File: src/rtl/i2c_types.sv
// Shared I2C types: controller transaction kind and the poll sequencer state encoding.
package i2c_types;

    typedef enum logic {
        I2C_WRITE = 1'b0,
        I2C_READ  = 1'b1
    } i2c_transaction_t;

    typedef enum logic [2:0] {
        S_WAIT     = 3'd0,
        S_PTR_REQ  = 3'd1,
        S_PTR_WAIT = 3'd2,
        S_RD_REQ   = 3'd3,
        S_RD_WAIT  = 3'd4,
        S_DONE     = 3'd5
    } poll_state_t;

    // States during which a controller transaction is outstanding and the timeout runs.
    function automatic logic is_xfer_state(input poll_state_t s);
        return (s == S_PTR_REQ) || (s == S_PTR_WAIT) || (s == S_RD_REQ) || (s == S_RD_WAIT);
    endfunction

endpackage

File: src/rtl/i2c_poll_sequencer.sv
// Periodic I2C register poller: writes a register pointer, reads NUM_BYTES one at a time,
// and publishes the whole burst atomically.
//   state      | meaning
//   S_WAIT     | idle, period counter running
//   S_PTR_REQ  | request pointer write
//   S_PTR_WAIT | pointer write in flight (ready low then high)
//   S_RD_REQ   | request one byte read
//   S_RD_WAIT  | byte read in flight
//   S_DONE     | publish shadow buffer, pulse rd_valid
module i2c_poll_sequencer
    import i2c_types::*;
#(
    parameter int         CLK_HZ             = 12_000_000,
    parameter int         POLL_PERIOD_CYCLES = 120_000,
    parameter logic [6:0] TARGET_ADDR        = 7'h38,
    parameter logic [7:0] START_REG          = 8'h00,
    parameter int         NUM_BYTES          = 4,
    parameter int         TIMEOUT_CYCLES     = 24_000
) (
    input  logic                     clk,
    input  logic                     rst,
    input  logic                     ena,
    input  logic                     ctl_i_ready,
    output logic                     ctl_i_valid,
    output i2c_transaction_t         ctl_mode,
    output logic [6:0]               ctl_i_addr,
    output logic [7:0]               ctl_i_data,
    input  logic                     ctl_o_valid,
    input  logic [7:0]               ctl_o_data,
    output logic [8*NUM_BYTES-1:0]   rd_data,
    output logic                     rd_valid,
    output logic                     busy,
    output logic                     err
);

    localparam int PER_W = $clog2(POLL_PERIOD_CYCLES) + 1;
    localparam int TMO_W = $clog2(TIMEOUT_CYCLES) + 1;
    localparam int IDX_W = $clog2(NUM_BYTES) + 1;
    localparam logic [PER_W-1:0] PER_RELOAD = PER_W'(POLL_PERIOD_CYCLES - 1);
    localparam logic [TMO_W-1:0] TMO_RELOAD = TMO_W'(TIMEOUT_CYCLES - 1);
    localparam logic [IDX_W-1:0] IDX_LAST   = IDX_W'(NUM_BYTES - 1);

    if (NUM_BYTES < 1 || NUM_BYTES > 16 || CLK_HZ <= 0 ||
        POLL_PERIOD_CYCLES < 2 || TIMEOUT_CYCLES < 2) begin : g_bad_param
        $error("i2c_poll_sequencer: parameter out of range");
    end

    poll_state_t              r_state;
    logic [PER_W-1:0]         r_period;
    logic [TMO_W-1:0]         r_tmo;
    logic [IDX_W-1:0]         r_idx;
    logic                     r_seen_low;
    logic                     r_valid;
    i2c_transaction_t         r_mode;
    logic [7:0]               r_data;
    logic [8*NUM_BYTES-1:0]   r_shadow;
    logic [8*NUM_BYTES-1:0]   r_rd_data;
    logic                     r_rd_valid;
    logic                     r_err;

    logic w_period_zero, w_in_xfer, w_is_req, w_accept, w_wait_done, w_progress, w_abort;

    assign w_period_zero = (r_period == '0);
    assign w_in_xfer     = is_xfer_state(r_state);
    assign w_is_req      = (r_state == S_PTR_REQ) || (r_state == S_RD_REQ);
    assign w_accept      = r_valid & ctl_i_ready;
    assign w_wait_done   = r_seen_low & ctl_i_ready;
    assign w_progress    = w_is_req ? w_accept : w_wait_done;
    // A read that completes without valid data is handled exactly like an expiry.
    assign w_abort       = (w_in_xfer && r_tmo == '0 && !w_progress) ||
                           (r_state == S_RD_WAIT && w_wait_done && !ctl_o_valid);

    always_ff @(posedge clk or posedge rst) begin
        if (rst) begin
            r_state    <= S_WAIT;
            r_period   <= PER_RELOAD;
            r_tmo      <= '0;
            r_idx      <= '0;
            r_seen_low <= 1'b0;
            r_valid    <= 1'b0;
            r_mode     <= I2C_WRITE;
            r_data     <= '0;
            r_shadow   <= '0;
            r_rd_data  <= '0;
            r_rd_valid <= 1'b0;
            r_err      <= 1'b0;
        end else begin
            r_rd_valid <= 1'b0;
            r_err      <= 1'b0;
            // Free-running grid: a boundary hit while busy (or disabled) is simply dropped.
            r_period   <= w_period_zero ? PER_RELOAD : r_period - 1'b1;
            if (w_in_xfer && r_tmo != '0) r_tmo <= r_tmo - 1'b1;

            if (w_abort) begin
                r_state <= S_WAIT;
                r_valid <= 1'b0;
                r_err   <= 1'b1;
            end else begin
                case (r_state)
                    S_WAIT: if (w_period_zero && ena) begin
                        r_state <= S_PTR_REQ;
                        r_valid <= 1'b1;
                        r_mode  <= I2C_WRITE;
                        r_data  <= START_REG;
                        r_tmo   <= TMO_RELOAD;
                    end
                    S_PTR_REQ, S_RD_REQ: if (w_accept) begin
                        r_state    <= (r_state == S_PTR_REQ) ? S_PTR_WAIT : S_RD_WAIT;
                        r_valid    <= 1'b0;
                        r_seen_low <= 1'b0;
                    end
                    S_PTR_WAIT, S_RD_WAIT: if (w_wait_done) begin
                        if (r_state == S_RD_WAIT) begin
                            for (int k = 0; k < NUM_BYTES; k++)
                                if (r_idx == IDX_W'(k)) r_shadow[8*k +: 8] <= ctl_o_data;
                        end
                        if (r_state == S_RD_WAIT && r_idx >= IDX_LAST) begin
                            r_state <= S_DONE;
                        end else begin
                            r_idx   <= (r_state == S_PTR_WAIT) ? '0 : r_idx + 1'b1;
                            r_state <= S_RD_REQ;
                            r_valid <= 1'b1;
                            r_mode  <= I2C_READ;
                            r_tmo   <= TMO_RELOAD;
                        end
                    end else if (!ctl_i_ready) begin
                        r_seen_low <= 1'b1;
                    end
                    S_DONE: begin
                        r_rd_data  <= r_shadow;
                        r_rd_valid <= 1'b1;
                        r_state    <= S_WAIT;
                    end
                    default: r_state <= S_WAIT;
                endcase
            end
        end
    end

    assign ctl_i_valid = r_valid;
    assign ctl_mode    = r_mode;
    assign ctl_i_addr  = TARGET_ADDR;
    assign ctl_i_data  = r_data;
    assign rd_data     = r_rd_data;
    assign rd_valid    = r_rd_valid;
    assign busy        = (r_state != S_WAIT);
    assign err         = r_err;

endmodule

File: config.mk
export PLATFORM = sky130hd
export DESIGN_NAME = i2c_poll_sequencer
export DESIGN_NICKNAME = d
export VERILOG_FILES = /design/src/rtl/i2c_types.sv /design/src/rtl/i2c_poll_sequencer.sv
export SDC_FILE = /design/constraint.sdc
export NUM_CORES = 1
export LEC_CHECK = 0
export CAP_MARGIN = 0
export CORE_MARGIN = 5
export CORE_UTILIZATION = 50
export DETAILED_ROUTE_END_ITERATION = 6
export PLACE_DENSITY = 0.78
export SYNTH_ARGS = -nofsm -noshare
export SYNTH_HDL_FRONTEND = slang
export SYNTH_SLANG_ARGS = --single-unit
export TNS_END_PERCENT = 100
File: constraint.sdc
create_clock -name clk -period 4.9 [get_ports clk]
set_clock_uncertainty 0.1 [all_clocks]
set_input_delay 1.225 -clock clk [delete_from_list [all_inputs] [get_ports clk]]
set_output_delay 1.225 -clock clk [all_outputs]
set_load 0.02 [all_outputs]
Word level (Yosys, flattened, before mapping)
Cells that the tools add are included.
{"block": "classes", "n_addsub": 3, "n_lt_le_gt_ge": 1, "eq_ne": 18, "mux": 30, "n_bitwise": 4, "n_reduce_logical": 35}
{"operator": "2-to-1 mux 16 bit", "count": 5}
{"operator": "AND reduction 5 bit", "count": 7}
{"operator": "one-hot mux 16 bit (2 select lines)", "count": 1}
{"operator": "2-to-1 mux 3 bit", "count": 7}
{"operator": "zero test 18 bit", "count": 1}
{"operator": "2-to-1 mux 18 bit", "count": 1}
{"operator": "subtractor 18 x 1 -> 18 bit (second input constant)", "count": 1}
{"operator": "zero test 16 bit", "count": 1}
{"operator": "nonzero test 16 bit", "count": 1}
{"operator": "subtractor 16 x 1 -> 16 bit (second input constant)", "count": 1}
{"operator": "== test 3 x 2 -> 1 bit (second input constant)", "count": 4}
{"operator": "2-to-1 mux 1 bit", "count": 12}
{"operator": "!= test 2 bit (second input constant)", "count": 6}
{"operator": "!= test 3 bit (second input constant)", "count": 4}
{"operator": "one-hot mux 3 bit (3 select lines)", "count": 1}
{"operator": "logical AND 1 bit", "count": 7}
{"operator": "== test 3 x 1 -> 1 bit (second input constant)", "count": 2}
{"operator": "== test 3 bit (second input constant)", "count": 2}
{"operator": "zero test 3 bit", "count": 2}
{"operator": "logical OR 1 bit", "count": 5}
{"operator": "one-hot mux 1 bit (2 select lines)", "count": 2}
{"operator": "AND reduction 4 bit", "count": 1}
{"operator": "nonzero test 2 bit", "count": 2}
{"operator": "nonzero test 4 bit", "count": 1}
{"operator": "10 further kinds", "count": 14}
{"block": "totals", "regBits": 109, "in_bits": 13, "elab_cells": 105}

Longest topological paths before layout
{"block": "depth", "word_depth": 10, "depth_mapped": 8, "depth_no_buf": 7}

Least setup slack after synthesis
Ideal clock, no wire load.
{"block": "synth_path", "kind": "input-to-reg", "from": "input ctl_i_ready", "to": "register r_shadow[16]", "setup_ps": 128, "arrival_ps": 2534, "t_required_ps": 4672, "slack_ps": 2139, "stages": 5, "cell_sequence": "nand2_1 > or3_1 > a211oi_4 > nand2_4 > mux2_1"}
{"block": "synth_via", "elab_chain_len": 7, "elab_cells_between_ends": 10, "cone_classes": "mux: 1; bitwise: 3; reduce/logical: 6"}
{"element": "start: declaration", "line": "i2c_poll_sequencer.sv:23", "source": "input logic ctl_i_ready,"}
{"element": "AND 1 bit (on tied branches)", "line": "i2c_poll_sequencer.sv:67, i2c_poll_sequencer.sv:66"}
{"element": "2-to-1 mux 1 bit", "line": "i2c_poll_sequencer.sv:68", "source": "assign w_progress = w_is_req ? w_accept : w_wait_done;"}
{"element": "zero test 1 bit", "line": "i2c_poll_sequencer.sv:70", "source": "assign w_abort = (w_in_xfer && r_tmo == '0 && !w_progress) ||"}
{"element": "logical AND 1 bit", "line": "i2c_poll_sequencer.sv:70"}
{"element": "logical OR 1 bit", "line": "i2c_poll_sequencer.sv:70"}
{"element": "inverter 1 bit (no source line)"}
{"element": "AND reduction 5 bit (no source line) *"}
{"element": "end signal: indexed assignment", "line": "i2c_poll_sequencer.sv:115", "source": "if (r_idx == IDX_W'(k)) r_shadow[8*k +: 8] <= ctl_o_data;"}
{"element": "end: declaration", "line": "i2c_poll_sequencer.sv:56", "source": "logic [8*NUM_BYTES-1:0] r_shadow;"}
Mark *: on every way between the ends. The rest lies on a longest branch, timed or not.
A chain may end at the register's enable or synchronous reset.

Worst setup path in the final report
{"block": "layout_path", "from": "register r_state[2]", "to": "output busy"}
{"block": "layout_via", "elab_chain_len": 1}
{"element": "start: declaration", "line": "i2c_poll_sequencer.sv:48", "source": "poll_state_t r_state;"}
{"element": "start signal: assignment", "line": "i2c_poll_sequencer.sv:108", "source": "r_state <= (r_state == S_PTR_REQ) ? S_PTR_WAIT : S_RD_WAIT;"}
{"element": "nonzero test 3 bit", "line": "i2c_poll_sequencer.sv:146", "source": "assign busy = (r_state != S_WAIT);"}
{"element": "end: declaration", "line": "i2c_poll_sequencer.sv:32", "source": "output logic busy,"}
No other way between the ends.

==> flow_summary.yaml <==
cts:
  postCtsHoldBufs: 0
  cts_tree: "built"
  cts_resized: 0
  path_clk_slew_ns: 0.11
  cts_root_buffer: "clkbuf_8"
  clk_latency_ns: 0.37
  cts_num_sinks: 109
  cts_buffers: 9
  h-tree-depth: 3
  cts_buffer_depth: 2
  cts_setup_buffers: 0
synth:
  ys_seq_area_share_pct: 55.3
  synth_area_leaders: "dfrtp_1, nand2_1, dfstp_2, mux2_2, mux2_1"
  ys_warn_count: 0
  synth_compound_area_share_pct: 6.41
  synth-xor-area-share_pct: 4.24
  synth.avg_cell_area_um2: 10.4
  synth_fa_ha_area_share_pct: 2.02
  synth_ff_type: "dfrtp_1"
  yosys.area.top_type_share_pct: 48.9
  synth_area_mm2: 0.00496
  synthArstFlopShare_pct: 100
  syn_inst: 478
  synth-seq-cells: 109
  yosysTopAreaCell: "dfrtp_1"
  synth_edf_count: 0
  muxShareOfSynthArea_pct: 7.27
  yosys.area_share.simple_pct: 20.5
  yosysUniqueCellTypes: 50
  synth_top_family_by_area: "simple AND/OR/NAND/NOR gates"
floorplan:
  rows: 36
  die_h_um: 110
  die-width_um: 110
  ioPinCount: 65
  die-area_mm2: 0.0120
  start_util_pct: 51.0
  core_area_mm2: 0.00973
global_route:
  grt_use_total_pct: 17.9
  grt_pass1_wl_um: 17000
  grt_overflow: 0
  grt_antenna_before_repair: 0
  grt_pass1_vias: 3510
  grt_max_degree: 88
flow_run:
  cap_viol_max_count: 0
worst_setup_path:
  critPathKind: "register to output port"
  critPathMaxFanout: 14
  crit_family: "buffers and inverters"
  slowest_stage: "clkdlybuf4s50_1"
  start_kind: "register"
  cp-end-kind: "output port"
  cp_num_buf_inv: 1
  arrival_ns: 2.09
  cp_slowest_stage_delay_ns: 0.59
  crit_required_ns: 3.58
  path_cells: "or3_1 -> clkdlybuf4s50_1"
detailed_routing:
  wl_um: 9990
  drtIter0Drc: 213
  dr.pass1.iters: 5
  drcViolationCount: 0
  ant_nets: 0
  num_vias: 3506
  wl_per_cell_um: 15.0
  viasPerCell: 5.27
placed_design:
  place.gp.congestion: 0.892
  portBuffers: 49
  dp_hpwl_um: 7080
  dp_slack_ns: 1.37
timing:
  drv_slew: 0
  relSlewSlack_pct: 29.8
  tns_ns: 0
  max_freq_ghz: 0.293
  hold_viol_final: 0
  min_period_ns: 3.42
  worstMarginPinSlew_ns: 1.05
  rsz0062_at_grt: "no"
  fin_crit_sh_pct: 69.7
  setup_viol_count_final: 0
  worst_slack_ns: 1.48
cells_and_area:
  final_core_util_pct: 58.8
  layout-drive-gt1-share_pct: 11.3
  n_antenna_cell: 0
  multi_input_area_mm2: 0.00206
  nets: 548
  nFillCells: 833
  area_growth_syn_to_layout_pct: 15.3
  ff_latch_area_mm2: 0.00274
pwr:
  p_leak_nw: 2.71
  vdd_ir_drop_max_mv: 0.226
  powerDensity_mw_per_mm2: 396
outcome:
  outcome: "finished clean"
worst_hold_path:
  hp-class: "register to register"
[state kept, by name, indices dropped and copies added, names as in the netlist]
signal and flops:
r_shadow 32, rd_data 32, r_period 18, r_tmo 16
r_idx 3, r_state 3, ctl_i_valid 1, ctl_mode 1
err 1, r_seen_low 1, rd_valid 1
[per-stage QoR]
step / hold slack (ns) / area [um2] / total power [W] / std cells
floorplan: 0.333 / 5010 / 0.00155 / 491
global placement: 0.344 / 5530 / 0.00173 / 649
detailed placement: 0.349 / 5530 / 0.00176 / 649
CTS: 0.376 / 5720 / 0.00228 / 665
global route: 0.383 / 5720 / 0.00241 / 665
finish: 0.376 / 5720 / 0.00227 / 665
[where the power goes]
part           switching (W)  internal (W)  leakage (nW)  total, W
logic               0.000366      0.000255          1.20  0.000622
registers           0.000117       0.00100          1.41   0.00112
clock network       0.000329      0.000197        0.0967  0.000526
total               0.000812       0.00146          2.71   0.00227
[path summary, 6_finish.rpt]
kind | cells after the start | end | startpoint | slack, ns
worst max register to register | 5 | r_shadow[2] | r_state[2] | 2.18
worst min register to register | 2 | rd_data[2] | r_shadow[2] | 0.38
worst max-delay path | 2 | busy | r_state[2] | 1.48
max in group asynchronous | 3 | r_shadow[7] | rst | 2.51
min in group asynchronous | 2 | r_period[8] | rst | 1.36
worst min-delay path | 2 | rd_data[2] | r_shadow[2] | 0.38
[synth_stat cells (8+ instances only)]
master / count
ha_1: 8
nor2_1: 19
inv_1: 13
dfrtp_1: 97
nor4_1: 8
xnor2_1: 12
o21ai_0: 10
dfstp_2: 12
mux2_2: 21
xor2_1: 12
mux2_1: 11
nand2_1: 133
or3_1: 9
a21oi_1: 10
buf_4: 15
[per-layer routing]
| metal | track usage (%) | up-vias | wire, um |
|---|---|---|---|
| met5 | 0 | - | 0 |
| met4 | 6.06 | 0 | 153 |
| met3 | 2.88 | 14 | 498 |
| met2 | 29.3 | 90 | 4730 |
| met1 | 24.5 | 1719 | 4600 |
| li1 | - | 1683 | - |
[layout make-up]
type	count	share of cell area (%)
inverter	13	0.897
sequential	109	47.9
clock buffer	9	2.17
tap	133	2.91
timing repair buffer	52	8.97
multi-input combinational	342	36.0
clock inverter	7	1.12
[worst min-delay path, stage by stage, from the launching register on]
cell and delay [ns]:
dfrtp_1 0.35, nand2_1 0.05, nand2_1 0.05
[cells in the final DEF (no fill, tap or decap), types with 7 or more instances in the layout]
cell	n
or3_1	9
mux2_2	21
nor4_1	8
ha_1	8
nor2_1	19
a21oi_1	10
clkbuf_8	9
nand2_1	133
nor3_1	7
o21ai_0	10
dfstp_2	12
dfrtp_1	97
xor2_1	12
conb_1	15
xnor2_1	12
clkdlybuf4s50_1	49
nand3_1	7
inv_1	12
mux2_1	11
[kinds of logic (layout without fill, tap and decap cells)]
family,after synthesis,after routing
compound gates,46,46
xor+xnor,24,24
fa+ha+maj,8,8
buf+inv,40,81
flops,109,109
mux,32,32
other cells,2,15
simple gates,217,217
(Power assumes the default switching activity.)
